===== src/rtl/ysyx_23060191_ctrl_if.sv =====
// Instruction-fetch handshake between the NPC sequencer (master) and the fetch unit (slave).
interface ysyx_23060191_ctrl_if #(
  parameter int CPU_WIDTH = 32
);
  logic                 ifu_req_valid;
  logic                 ifu_req_ready;
  logic [CPU_WIDTH-1:0] ifu_addr;
  logic                 ifu_rsp_valid;
  logic [CPU_WIDTH-1:0] ifu_rsp_inst;

  modport master (
    output ifu_req_valid, ifu_addr,
    input  ifu_req_ready, ifu_rsp_valid, ifu_rsp_inst
  );

  modport slave (
    input  ifu_req_valid, ifu_addr,
    output ifu_req_ready, ifu_rsp_valid, ifu_rsp_inst
  );
endinterface


===== src/rtl/ysyx_23060191_ctrl.sv =====
// NPC multi-cycle sequencer: FETCH -> WAIT -> DECODE -> EXEC -> WB, owning PC, IR,
// GPR write enable and the retired-instruction counter; halts permanently on faults.
module ysyx_23060191_ctrl #(
  parameter int                   CPU_WIDTH   = 32,
  parameter logic [CPU_WIDTH-1:0] RESET_PC    = 32'h8000_0000,
  parameter int                   EXU_TIMEOUT = 255
) (
  input  logic                        clk,
  input  logic                        rst,
  ysyx_23060191_ctrl_if.master        ifu,
  output logic [CPU_WIDTH-1:0]        inst_to_dec,
  output logic                        dec_valid,
  input  logic                        is_ebreak,
  input  logic                        is_illegal,
  input  logic [4:0]                  rd_addr,
  output logic                        exu_start,
  input  logic                        exu_done,
  input  logic [CPU_WIDTH-1:0]        next_pc,
  output logic                        gpr_wen,
  output logic [CPU_WIDTH-1:0]        pc,
  output logic                        halt,
  output logic [1:0]                  halt_code,
  output logic [63:0]                 instret
);

  typedef enum logic [2:0] {
    S_FETCH,
    S_WAIT,
    S_DECODE,
    S_EXEC,
    S_WB,
    S_HALT
  } state_e;

  typedef enum logic [1:0] {
    HC_EBREAK  = 2'b00,
    HC_ILLEGAL = 2'b01,
    HC_TIMEOUT = 2'b10,
    HC_MISALGN = 2'b11
  } halt_code_e;

  localparam logic [7:0] TIMEOUT_LAST = 8'(EXU_TIMEOUT - 1);

  state_e     state;
  logic       req_valid;
  logic [7:0] exu_cnt;

  // The fetch address is the architectural PC, which only moves in WB, so it is
  // naturally stable for the whole FETCH handshake.
  assign ifu.ifu_req_valid = req_valid;
  assign ifu.ifu_addr      = pc;

  always_ff @(posedge clk) begin
    if (rst) begin
      state       <= S_FETCH;
      pc          <= RESET_PC;
      inst_to_dec <= '0;
      instret     <= '0;
      halt        <= 1'b0;
      halt_code   <= HC_EBREAK;
      req_valid   <= 1'b0;
      dec_valid   <= 1'b0;
      exu_start   <= 1'b0;
      gpr_wen     <= 1'b0;
      exu_cnt     <= '0;
    end else begin
      // NOTE: every registered pulse is defaulted low here and raised only on the
      // transition into its state; non-blocking keeps all updates edge-aligned.
      dec_valid <= 1'b0;
      exu_start <= 1'b0;
      gpr_wen   <= 1'b0;

      unique case (state)
        S_FETCH: begin
          if (req_valid && ifu.ifu_req_ready) begin
            req_valid <= 1'b0;
            state     <= S_WAIT;
          end else begin
            req_valid <= 1'b1;
          end
        end

        S_WAIT: begin
          if (ifu.ifu_rsp_valid) begin
            inst_to_dec <= ifu.ifu_rsp_inst;
            dec_valid   <= 1'b1;
            state       <= S_DECODE;
          end
        end

        S_DECODE: begin
          if (is_illegal) begin
            halt      <= 1'b1;
            halt_code <= HC_ILLEGAL;
            state     <= S_HALT;
          end else if (is_ebreak) begin
            // ebreak counts as retired; an illegal opcode does not.
            halt      <= 1'b1;
            halt_code <= HC_EBREAK;
            instret   <= instret + 64'd1;
            state     <= S_HALT;
          end else begin
            exu_start <= 1'b1;
            exu_cnt   <= '0;
            state     <= S_EXEC;
          end
        end

        S_EXEC: begin
          if (exu_done) begin
            gpr_wen <= (rd_addr != 5'd0);
            state   <= S_WB;
          end else if (exu_cnt == TIMEOUT_LAST) begin
            halt      <= 1'b1;
            halt_code <= HC_TIMEOUT;
            state     <= S_HALT;
          end else begin
            exu_cnt <= exu_cnt + 8'd1;
          end
        end

        S_WB: begin
          instret <= instret + 64'd1;
          if (next_pc[1:0] == 2'b00) begin
            pc        <= next_pc;
            req_valid <= 1'b1;
            state     <= S_FETCH;
          end else begin
            halt      <= 1'b1;
            halt_code <= HC_MISALGN;
            state     <= S_HALT;
          end
        end

        S_HALT: begin
        end

        default: state <= S_FETCH;
      endcase
    end
  end

endmodule

===== src/flat_wrapper.sv =====
// flat-port wrapper written by rule: the top's interface ports become plain ports
module ysyx_23060191_ctrl_flat 
#(
  parameter int                   CPU_WIDTH   = 32,
  parameter logic [CPU_WIDTH-1:0] RESET_PC    = 32'h8000_0000,
  parameter int                   EXU_TIMEOUT = 255
)
  (clk, rst, inst_to_dec, dec_valid, is_ebreak, is_illegal, rd_addr, exu_start, exu_done, next_pc, gpr_wen, pc, halt, halt_code, instret, ifu_ifu_req_valid, ifu_ifu_addr, ifu_ifu_req_ready, ifu_ifu_rsp_valid, ifu_ifu_rsp_inst);
  ysyx_23060191_ctrl_if #(.CPU_WIDTH(CPU_WIDTH)) ifu_i ();
  input  logic clk;
  input  logic rst;
  output logic [CPU_WIDTH-1:0] inst_to_dec;
  output logic dec_valid;
  input  logic is_ebreak;
  input  logic is_illegal;
  input  logic [4:0] rd_addr;
  output logic exu_start;
  input  logic exu_done;
  input  logic [CPU_WIDTH-1:0] next_pc;
  output logic gpr_wen;
  output logic [CPU_WIDTH-1:0] pc;
  output logic halt;
  output logic [1:0] halt_code;
  output logic [63:0] instret;
  output wire logic [$bits(ifu_i.ifu_req_valid)-1:0] ifu_ifu_req_valid;
  output wire logic [$bits(ifu_i.ifu_addr)-1:0] ifu_ifu_addr;
  input wire logic [$bits(ifu_i.ifu_req_ready)-1:0] ifu_ifu_req_ready;
  input wire logic [$bits(ifu_i.ifu_rsp_valid)-1:0] ifu_ifu_rsp_valid;
  input wire logic [$bits(ifu_i.ifu_rsp_inst)-1:0] ifu_ifu_rsp_inst;
  assign ifu_ifu_req_valid = ifu_i.ifu_req_valid;
  assign ifu_ifu_addr = ifu_i.ifu_addr;
  assign ifu_i.ifu_req_ready = ifu_ifu_req_ready;
  assign ifu_i.ifu_rsp_valid = ifu_ifu_rsp_valid;
  assign ifu_i.ifu_rsp_inst = ifu_ifu_rsp_inst;
  ysyx_23060191_ctrl #(.CPU_WIDTH(CPU_WIDTH), .RESET_PC(RESET_PC), .EXU_TIMEOUT(EXU_TIMEOUT)) u_core (.clk(clk), .rst(rst), .ifu(ifu_i), .inst_to_dec(inst_to_dec), .dec_valid(dec_valid), .is_ebreak(is_ebreak), .is_illegal(is_illegal), .rd_addr(rd_addr), .exu_start(exu_start), .exu_done(exu_done), .next_pc(next_pc), .gpr_wen(gpr_wen), .pc(pc), .halt(halt), .halt_code(halt_code), .instret(instret));
endmodule

===== config.mk =====
export PLATFORM = sky130hd
export DESIGN_NAME = ysyx_23060191_ctrl_flat
export DESIGN_NICKNAME = d
export VERILOG_FILES = /design/src/rtl/ysyx_23060191_ctrl_if.sv /design/src/rtl/ysyx_23060191_ctrl.sv /design/src/flat_wrapper.sv
export SDC_FILE = /design/constraint.sdc
export NUM_CORES = 1
export LEC_CHECK = 0
export ABC_AREA = 1
export BUFFER_PORTS_ARGS = -buffer_cell sky130_fd_sc_hd__buf_2
export CORE_MARGIN = 2
export CORE_UTILIZATION = 57
export CTS_BUF_LIST = sky130_fd_sc_hd__clkbuf_2 sky130_fd_sc_hd__clkbuf_4 sky130_fd_sc_hd__clkbuf_8
export DETAILED_ROUTE_END_ITERATION = 8
export PLACE_DENSITY = 0.95
export SYNTH_ARGS = -nofsm -noshare
export SYNTH_HDL_FRONTEND = slang
export SYNTH_SLANG_ARGS = --single-unit

===== constraint.sdc =====
create_clock -name clk -period 2.5 [get_ports clk]
set_clock_uncertainty 0.1 [all_clocks]
set_input_delay 0.5 -clock clk [delete_from_list [all_inputs] [get_ports clk]]
set_output_delay 0.5 -clock clk [all_outputs]
set_load 0.01 [all_outputs]

# [Word-level counts from Yosys, hierarchy flattened]
# Cells that the tools add are included.
[totals] regBits=146 in_bits=76 wordCells=87 rom_bits=0 ramBits=0 n_memories=0 latch_bits=0 out_inout_bits=167
[op_classes] multipliers=0 n_eq_ne=18 n_lt_le_gt_ge=0 mux=33 bitwise=5 n_reduce_logical=18 div_mod_pow=0 addsub=2 shifts=0
[op_table] operator="64-bit two-way mux" count=2
[op_table] operator="64-bit case mux with 2 select lines" count=1
[op_table] operator="64-bit by 1-bit adder with 64-bit output, second input constant" count=1
[op_table] operator="8-bit two-way mux" count=4
[op_table] operator="3-bit two-way mux" count=7
[op_table] operator="3-bit case mux with 6 select lines" count=1
[op_table] operator="8-bit case mux with 2 select lines" count=1
[op_table] operator="2-bit != test, second input constant" count=7
[op_table] operator="2-bit two-way mux" count=5
[op_table] operator="5-bit AND reduction" count=2
[op_table] operator="1-bit two-way mux" count=9
[op_table] operator="8-bit by 1-bit adder with 8-bit output, second input constant" count=1
[op_table] operator="8-bit equality test, second input constant" count=1
[op_table] operator="3-bit by 2-bit equality test with 1-bit output, second input constant" count=2
[op_table] operator="3-bit equality test, second input constant" count=2
[op_table] operator="2-bit by 1-bit != test with 1-bit output, second input constant" count=3
[op_table] operator="2-bit case mux with 3 select lines" count=1
[op_table] operator="2-bit AND reduction" count=3
[op_table] operator="2-bit nonzero test" count=3
[op_table] operator="3-bit OR reduction" count=2
[op_table] operator="1-bit NOT" count=5
[op_table] operator="5-bit nonzero test" count=1
[op_table] operator="4-bit AND reduction" count=1
[op_table] operator="3-bit by 1-bit equality test with 1-bit output, second input constant" count=1
[op_table] operator="other kinds (10)" count=10

# [Longest topological paths before layout]
[logic_depth] depth_word=4 depth_mapped=11 depth_no_buf=11

# [Worst setup path before layout]
# No wires, ideal clock.
[synth_timing] path_type="reg-to-reg" startpoint="reg u_core.instret[0]" endpoint="reg u_core.instret[56]" t_arrival_ns=1.549 stages_incl_launch_ff=11 path_slack_ns=0.738 setup_time_ns=0.113 n_path_buf=0 period_less_slack_ns=1.762 required_time_ns=2.287 cell_sequence="dfxtp_1 -> ha_1 -> inv_1 -> nor2_4 -> nand2_4 -> nor2_8 -> nand3_4 -> nor2_8 -> nand3_1 -> nand2_1 -> nor2_1"
[synth_via] elab_chain_len=4
[synth_lines] item="start, declared" line_no="ysyx_23060191_ctrl.sv:23" source="output logic [63:0] instret"
[synth_lines] item="start signal, assigned" line_no="ysyx_23060191_ctrl.sv:100" source="instret <= instret + 64'd1;"
[synth_lines] item="start signal, assigned" line_no="ysyx_23060191_ctrl.sv:123" source="instret <= instret + 64'd1;"
[synth_lines] item="64-bit by 1-bit adder with 64-bit output *" line_no="ysyx_23060191_ctrl.sv:100, ysyx_23060191_ctrl.sv:123"
[synth_lines] item="64-bit two-way mux" line_no="ysyx_23060191_ctrl.sv:96" source="end else if (is_ebreak) begin"
[synth_lines] item="64-bit two-way mux" line_no="ysyx_23060191_ctrl.sv:92" source="if (is_illegal) begin"
[synth_lines] item="64-bit case mux with 2 select lines *" line_no="ysyx_23060191_ctrl.sv:73" source="unique case (state)"
# Mark *: on every way between the ends. The rest lies on a longest branch, timed or not. The select of a mux whose other input is x is not followed.
# A chain may end at the register's enable or synchronous reset.

# [Final worst setup path]
[layout_timing] startpoint="reg u_core.instret[0]" endpoint="reg u_core.instret[36]"
# Same word-level chain as after synthesis.

==> impl_results.md <==
- Final setup fails: 0
- Relative slew margins: 55.32%
- DRT iter0 DRCs: 689
- Post-synth ARST share: 0%
- Total grt overflow: 0
- Routability cong.: 0.9351
- Synth Area in Adders: 0.5138%
- Max Clk Rate: 495.7 MHz
- Post-route insts no fill: 1496
- Post-synthesis xor/xnor area fraction: 0.8392%
- Number of flops mapped to enable cells by yosys: 0
- Clk sinks: 146
- Routing usage on met2: 51.11%
- Cts repair resizes: 0
- GR Layer Usage met3: 7.209%
- Routed wire length: 21160 µm
- Final Max Slew Viols: 0
- Worst-path clk slew: 80 ps
- DR DRC count: 0
- Post-DP HPWL: 15780 µm
- Clock root cell: clkbuf_8
- Synth-to-Final Area Change: 22.35%
- Worst slew pin tran: 670.2 ps
- Final Power: 0.005933 W
- Vias per cell: 5.244
- CP max stage delay: 430 ps
- Port bufs: 242
- # fillers: 1051
- N_diodes: 0
- Effective utilization at floorplan: 58.13%
- Synth Net Count: 1181
- Largest family of logic cells by synthesized area: simple AND/OR/NAND/NOR gates
- CTS Buf Count: 17
- Multiplexer share of the synthesized area: 0%
- Tightest Hold Check Type: in -> reg
- Global-route wire length before repair: 33060 µm
- Switching power as a share of total power: 29.93%
- Crit-path max FO: 10
- Final hold vios: 0
- Final Instance Area: 0.008939 mm²
- Worst skew pair latency: 450 ps
- Final #Nets: 1390
- Hold buffer count at cts: 0
- Logic pwr share: 18.4%
- Share of cells above drive strength 1: 24.92%
- Pint: 0.004158 W
- Largest net degree at the start of global routing: 61
- TritonRoute pass-1 iters: 8
- Clock share of power: 37.0%
- TritonCTS clock tree: yes
- Crit. End Element: register
- Worst path slowest cell: dfxtp_1
- Die area: 0.01374 mm²
- Top Usage Layer GRT: met2
- Most used DFF post-synth: dfxtp_1
- Initial antenna violation count: 0
- Synth Area in Simple Gates: 38.07%
- Via count: 7845
- # rows: 41
- CP cell instances: ha_1 > inv_1 > nor2_4 > nand2_4 > nor2_8 > nand3_4 > nor2_8 > nand3_1 > nand2_1 > nor2_1
- Cell variety after synth: 40
- RSZ-0062 raised after global routing: no
- Arrival @ worst endpoint: 2270 ps
- WL per Instance: 14.14 µm
- Post-CTS setup buffer count: 0
- Psw: 0.001775 W
- Most frequent CP cell: nor2_8
- Status: completed
- Max H-tree Level: 4
- Setup TNS: 0 ps
- Fin crit share: 80.70%
- Part of the power in registers: 44.6%
- CP startpoint kind: register
- Number of I/O pins: 243
- Core area: 0.01257 mm²
- Vias in the first global route: 7077
- Pleak: 4.225 nW
- Placed cells: 1464
- PD cells: 663.8 mW/mm²
- WP data required: 2750 ps
- Synthesized area: 0.007306 mm²
- Synthesized flop and latch total: 146
- Post-DRT Antenna Nets: 0
- Total Routing Usage GR: 30.82%
- Area after DPL: 0.008466 mm²
- Setup CP Type: reg -> reg
- Seq/Total Area, Yosys: 40.01%
- Max rail drop VDD: 0.5105 mV
- DIE WIDTH: 117.2 µm
- Die height: 117.2 µm
- Maxcap violations: 0
- Post-Syn Area per Cell: 6.630 µm²
- Crit path time final: 2017 ps
- Mapped Cells: 1102
- Clock Tree Buf Depth: 2
- Synth Area in Compound Gates: 10.21%
- GR Util met1: 37.45%
- YS warnings: 0
## synth_stat cells, types with 4 or more instances
library cell | count | area share (%)
nand2_1 | 271 | 14
nor2_1 | 231 | 12
dfxtp_1 | 146 | 40
inv_1 | 93 | 4.8
a21oi_1 | 69 | 4.7
nand3_1 | 59 | 4.0
o21ai_0 | 57 | 3.9
buf_4 | 34 | 3.5
clkbuf_1 | 22 | 1.1
nor3_1 | 21 | 1.4
nand4_1 | 14 | 1.2
inv_2 | 7 | 0.36
nand2_2 | 6 | 0.51
nor2_2 | 6 | 0.51
nor2_4 | 6 | 0.92
xor2_1 | 6 | 0.72
buf_2 | 5 | 0.34
a21oi_2 | 4 | 0.48
and2_1 | 4 | 0.34
nand3b_1 | 4 | 0.41
o21bai_1 | 4 | 0.41
## area by class of cell
| type | instances | area [µm²] | share of cell area [%] |
|---|---|---|---|
| tap | 172 | 215.2 | 2.408 |
| inverter | 100 | 375.4 | 4.199 |
| sequential | 146 | 2923 | 32.70 |
| multi-input combinational | 792 | 3626 | 40.57 |
| clock buffer | 18 | 247.7 | 2.772 |
| clock inverter | 14 | 225.2 | 2.520 |
| timing repair buffer | 254 | 1326 | 14.84 |
## cells in the final DEF, fill, tap and decap left out, drive strengths merged
cell,n
buf,254
nand4,14
a31oi,1
clkinv,4
xor2,6
nor3b,3
o21bai,4
and2,4
bufinv,5
clkbuf,18
o21ai,59
xnor2,1
nand3b,4
a211oi,1
nor4,2
dfxtp,146
o211ai,3
nor2,245
nand2,280
or2,1
and3,1
nor3,23
ha,3
inv,105
nand3,64
a21oi,73
## sequential cells by signal (all words and copies together), names as in the netlist
register                  count
u_core.inst_to_dec           32
u_core.gpr_wen                1
u_core.dec_valid              1
u_core.instret               64
u_core.state                  3
u_core.ifu.ifu_addr          32
u_core.exu_cnt                8
u_core.ifu.ifu_req_valid      1
u_core.halt                   1
u_core.exu_start              1
u_core.halt_code              2
## layer usage
layer	share of wire (%)	wire (µm)	up-vias
met2	46	9831	419
li1	-	-	3883
met4	3.5	737	0
met1	41	8633	3483
met3	9.2	1957	60
met5	0	0	-
## power by group through the flow
stage          logic (W)  clock network [W]  registers [W]
6_report         0.00109            0.00220        0.00265
5_1_grt          0.00123            0.00235        0.00267
4_1_cts          0.00109            0.00222        0.00264
3_5_place_dp     0.00109                  0        0.00270
3_3_place_gp     0.00106                  0        0.00268
2_1_floorplan   0.000609                  0        0.00277
## cells by family after synthesis
logic type	Yosys count
AOI/OAI and AO/OA	141
xor gates and xnor gates	7
adders and majority gates	3
buffers and inverters	164
DFF	146
and+or+nand+nor	641
## per-stage QoR
stage,utilization [%],worst slack (ps),hold slack [ps]
3_3_place_gp,67.36,381.6,339.3
4_1_cts,71.12,487.4,118.2
3_5_place_dp,67.36,318.9,351.0
6_report,71.12,482.5,149.7
2_1_floorplan,-,738.2,355.0
5_1_grt,71.12,353.4,137.9
## path summary, 6_finish.rpt
| check | startpoint | to | slack [ps] | cells past startpoint |
|---|---|---|---|---|
| max reg2reg | u_core.instret[0] | u_core.instret[36] | 480 | 10 |
| max | u_core.instret[0] | u_core.instret[36] | 480 | 10 |
| min reg2reg | u_core.halt | u_core.halt | 360 | 2 |
| min | next_pc[31] | u_core.ifu.ifu_addr[31] | 150 | 3 |
## worst max-delay path, delay by kind of cell (launching register included)
kind / cells / cell delay [ps]
and+or+nand+nor: 8 / 1030
adders and majority gates: 1 / 260
buffers and inverters: 1 / 90
DFF: 1 / 430
Note: power is estimated with default switching activity, not from simulation.
